`config.mk`:
```
export PLATFORM = sky130hd
export DESIGN_NAME = phys_free_list
export DESIGN_NICKNAME = d
export VERILOG_FILES = /design/src/rtl/phys_free_list_pkg.sv /design/src/rtl/phys_free_list.sv
export SDC_FILE = /design/constraint.sdc
export NUM_CORES = 1
export LEC_CHECK = 0
export ABC_AREA = 1
export CORE_AREA = 2 2 138 140
export CTS_BUF_LIST = sky130_fd_sc_hd__clkbuf_8
export CTS_CLUSTER_SIZE = 20
export DETAILED_ROUTE_END_ITERATION = 8
export DIE_AREA = 0 0 140 142
export PLACE_DENSITY_LB_ADDON = 0.15
export SLEW_MARGIN = 20
export SYNTH_ARGS = -nofsm -noshare
export SYNTH_HDL_FRONTEND = slang
export SYNTH_SLANG_ARGS = --single-unit
```
`constraint.sdc`:
```
create_clock -name clk -period 8.4 [get_ports clk]
set_input_delay 1.68 -clock clk [delete_from_list [all_inputs] [get_ports clk]]
set_output_delay 1.68 -clock clk [all_outputs]
set_load 0.1 [all_outputs]
```
`src/rtl/phys_free_list_pkg.sv`:
```
// Shared rename-stage types: architectural register count and physical register index.
package phys_free_list_pkg;

    localparam int unsigned ARCH_REGS = 32;
    localparam int unsigned PREG_BITS = 6;
    localparam int unsigned NUM_PREGS = 64;

    typedef logic [PREG_BITS-1:0] phys_reg_t;

endpackage

```
`src/rtl/phys_free_list.sv`:
```
// Circular free list of physical registers for rename: one grant and one reclaim per
// cycle, with single-cycle restore of all speculatively granted registers on flush.
module phys_free_list
    import phys_free_list_pkg::*;
#(
    parameter int unsigned PHYS_REG_BITS = PREG_BITS,
    parameter int unsigned NUM_PHYS      = NUM_PREGS
) (
    input  logic                                          clk,
    input  logic                                          rst,
    input  logic                                          dequeue,
    input  logic                                          enqueue,
    input  logic [PHYS_REG_BITS-1:0]                      enq_pd,
    input  logic                                          flush,
    output logic [PHYS_REG_BITS-1:0]                      free_pd,
    output logic                                          empty,
    output logic                                          full,
    output logic [$clog2(NUM_PHYS-ARCH_REGS):0]           free_count
);

    localparam int unsigned DEPTH    = NUM_PHYS - ARCH_REGS;
    localparam int unsigned PTR_BITS = $clog2(DEPTH);
    localparam int unsigned CNT_BITS = PTR_BITS + 1;

    // Pointer MSB is the wrap bit; DEPTH is a power of two so a plain add wraps correctly.
    function automatic logic [PTR_BITS:0] ptr_inc(input logic [PTR_BITS:0] p);
        return p + (PTR_BITS+1)'(1);
    endfunction

    logic [PHYS_REG_BITS-1:0] mem [DEPTH];
    logic [PTR_BITS:0]        head_q, head_d;
    logic [PTR_BITS:0]        tail_q, tail_d;
    logic                     do_deq;
    logic                     do_enq;

    assign empty      = (head_q == tail_q);
    assign full       = (head_q[PTR_BITS-1:0] == tail_q[PTR_BITS-1:0]) &&
                        (head_q[PTR_BITS] != tail_q[PTR_BITS]);
    assign free_count = CNT_BITS'(tail_q - head_q);
    assign free_pd    = mem[head_q[PTR_BITS-1:0]];

    // Flush re-exposes every slot: head lands one lap behind the post-enqueue tail.
    always_comb begin
        do_deq = dequeue && !empty && !flush;
        do_enq = enqueue && (enq_pd != '0) && !full;
        tail_d = do_enq ? ptr_inc(tail_q) : tail_q;
        head_d = head_q;
        if (flush) begin
            head_d = {~tail_d[PTR_BITS], tail_d[PTR_BITS-1:0]};
        end else if (do_deq) begin
            head_d = ptr_inc(head_q);
        end
    end

    always_ff @(posedge clk or posedge rst) begin
        if (rst) begin
            head_q <= '0;
            tail_q <= {1'b1, PTR_BITS'(0)};
            for (int unsigned i = 0; i < DEPTH; i++) begin
                mem[i] <= PHYS_REG_BITS'(ARCH_REGS + i);
            end
        end else begin
            head_q <= head_d;
            tail_q <= tail_d;
            if (do_enq) begin
                mem[tail_q[PTR_BITS-1:0]] <= enq_pd;
            end
        end
    end

    // p0 is hardwired zero and must never be handed out as a destination.
    logic                p0_live;
    logic [PTR_BITS-1:0] slot_off;
    always_comb begin
        p0_live  = 1'b0;
        slot_off = '0;
        for (int unsigned i = 0; i < DEPTH; i++) begin
            slot_off = PTR_BITS'(i) - head_q[PTR_BITS-1:0];
            if ((CNT_BITS'(slot_off) < free_count) && (mem[i] == '0)) begin
                p0_live = 1'b1;
            end
        end
    end

    a_no_deq_empty: assert property (@(posedge clk) disable iff (rst) !(dequeue && empty))
        else $warning("phys_free_list: dequeue while empty ignored");
    a_no_enq_full: assert property (@(posedge clk) disable iff (rst) !(enqueue && full))
        else $warning("phys_free_list: enqueue while full dropped");
    a_no_p0_live: assert property (@(posedge clk) disable iff (rst) !p0_live)
        else $error("phys_free_list: p0 present in free region");

endmodule

```
==> qor.txt <==
outcome: complete, but fails checks
Setup TNS: 0 ps
synth top area cells: dfstp_2, nand2_1, dfrtp_1
Fin. Hold Viols: 0
Sink Count: 204
worst-path fanout max: 54
Synth warnings: 0
clk slew on worst S/H paths: 60 ps
MaxCap Viol Count: 0
Layout Nets: 1579
antenna-violating nets left: 0
latest clock arrival within the worst-skew pair: 540 ps
vias in the first global route: 9595
layout cell share with drive strength beyond 1: 0.1299
H-tree level count: 2
pin count of the biggest net entering global routing: 132
DR iter-0 viols: 1138
CP endpoint kind: primary output
EDFF count, synth: 0
worst hold-check path type: flip-flop to flip-flop
sequential fraction of the synthesis area: 0.4667
Syn Area/Cell: 7.123 sq um
Core Region: 0.01846 sq mm
Std-Cell Rows: 50
pins over their slew limit: 0
CP arrival: 4370 ps
fin crit share: 0.7207
top cell type's share of synthesized area: 0.2641
Worst setup SP type: flip-flop
VDD IR max: 0.2097 mV
Mapped Area: 0.01124 sq mm
Post-Synthesis Net Count: 1600
Total Wirelength: 30590 microns
Clock Tree Buf Depth: 3
CTS tree: yes
list of most frequent post-synthesis cells: nand2_1, nand3_1, inv_1
die area: 0.01988 sq mm
gpl congestion: 0.8336
Residual DRC: 4
Ports: 25
Max Fclk: 0.1652 GHz
skew final: 18.88 ps
cell count after synthesis: 1578
Overall Power: 5219 uW
dominant synthesized flop cell: dfstp_2
Netlist cell types: 30
IO Port Bufs: 24
DIE WIDTH: 140 microns
CTS Hold Buffers Added: 0
CTS Root Cell: clkbuf_8
GRT Resource Usage Total: 0.3159
Yosys reg bits: 204
ys async rst share: 1.000
area leader, netlist: dfstp_2
number of diodes: 0
first-pass detailed-route iteration total: 8
worst-margin pin slew: 979.4 ps
CP required: 6720 ps
Inst Count DP: 1752
Via Count: 10230
first-pass GRT wire length: 50340 microns
routed len/inst: 16.81 microns
critical path start-end classification: flip-flop to primary output
P_leak: 0.006288 uW
RSZ-0062 raised after global routing: no
slew margin rel.: 0.3450
Starting Density: 0.6091
most common cell in the synthesized netlist: nand2_1
hpwl dp: 18120 microns
GRT overflow: 0
final setup vio count: 0
die height: 142 microns
non-filler instance count after layout: 1820
routed vias/inst: 5.621
PD cells: 428.4 mW/mm^2
CTS Buf Count: 37
Layout area overhead: 8.359%
postcts setup bufs: 0
initial antenna violation count: 0
# resized after CTS: 0
Final min period: 6054 ps
failing checks: DRC
## worst paths after layout
check	cells past startpoint	slack, ps	start	endpoint
min in group asynchronous	2	1710	rst	mem[51]$_DFFE_PP0P_
worst max register to register	11	4430	head_q[2]$_DFFE_PP0P_	mem[126]$_DFFE_PP0P_
worst max-delay path	11	2350	head_q[0]$_DFFE_PP0P_	free_pd[3]
worst min register to register	2	460	mem[143]$_DFFE_PP1P_	mem[143]$_DFFE_PP1P_
max in group asynchronous	3	5030	rst	head_q[0]$_DFFE_PP0P_
worst min-delay path	2	460	mem[143]$_DFFE_PP1P_	mem[143]$_DFFE_PP1P_
## power by group
part,internal [uW],leakage (uW),switching [uW]
Sequential,1540,0.00236,305
Combinational,678,0.00349,1760
Clock,513,0.000439,425
Total,2730,0.00629,2490
## cell usage in the layout (no fill, tap or decap), drive strengths merged
cell type	netlist	final
fa	1	1
nor3	5	5
a31oi	1	1
clkinv	2	7
inv	135	149
o21ai	8	8
a211oi	1	1
xor2	7	7
nand3b	1	1
o211ai	6	6
buf	54	22
clkbuf	52	48
nor2	30	30
clkinvlp	0	1
dfstp	113	113
and2	4	4
nand4	4	4
nand2	712	712
nand3	321	321
xnor2	5	5
ha	10	10
a21oi	14	14
clkdlybuf4s50	0	24
dfrtp	91	91
a21o	1	1
## cells by family after synthesis
family                     share of synthesized area
and+or+nand+nor                               0.4018
buffers and inverters                        0.09350
DFF                                           0.4667
AOI/OAI and AO/OA                            0.01570
xor gates and xnor gates                    0.009350
adders and majority gates                    0.01291
## area by class of cell
| cell class | count | area, sq um |
|---|---|---|
| multi-input combinational | 1131 | 4964 |
| clock inverter | 20 | 85.08 |
| sequential | 204 | 5251 |
| clock buffer | 48 | 660.6 |
| fill | 1636 | 6275 |
| tap | 234 | 292.8 |
| timing repair buffer | 46 | 405.4 |
| inverter | 137 | 521.8 |
## per-stage QoR
stage | util | hold WS, ps | area [sq um] | setup slack (ps)
6_report | 0.6600 | 460.7 | 12180 | 2346
5_1_grt | 0.6600 | 479.0 | 12180 | 2091
4_1_cts | 0.6600 | 461.5 | 12180 | 2367
3_5_place_dp | 0.6196 | 452.4 | 11430 | 2942
3_3_place_gp | 0.6196 | 449.2 | 11430 | 2971
2_1_floorplan | - | 441.7 | 11240 | 1340
## routing by layer
| layer | vias to the layer above | global-route usage | share of wire |
|---|---|---|---|
| li1 | 4885 | - | - |
| met4 | 0 | 0.1191 | 0.032 |
| met2 | 439 | 0.4994 | 0.46 |
| met5 | - | 0 | 0 |
| met1 | 4811 | 0.4492 | 0.43 |
| met3 | 95 | 0.04307 | 0.085 |
## worst max-delay path: stages, from the launching register on
cell and delay [ps]:
dfrtp_4 710, inv_2 790, buf_4 530, nand2_1 100, nand3_1 90, nand3_1 90, nand2_1 80, nor2_1 50
nand2_1 80, nand2_1 90, inv_1 70, clkdlybuf4s50_1 1130
## state kept, by name, indices dropped and copies added, names as in the netlist, named ones only
| name | count |
|---|---|
| tail_q | 5 |
| mem | 192 |
| head_q | 6 |
Power figures use the tool's default switching activity.
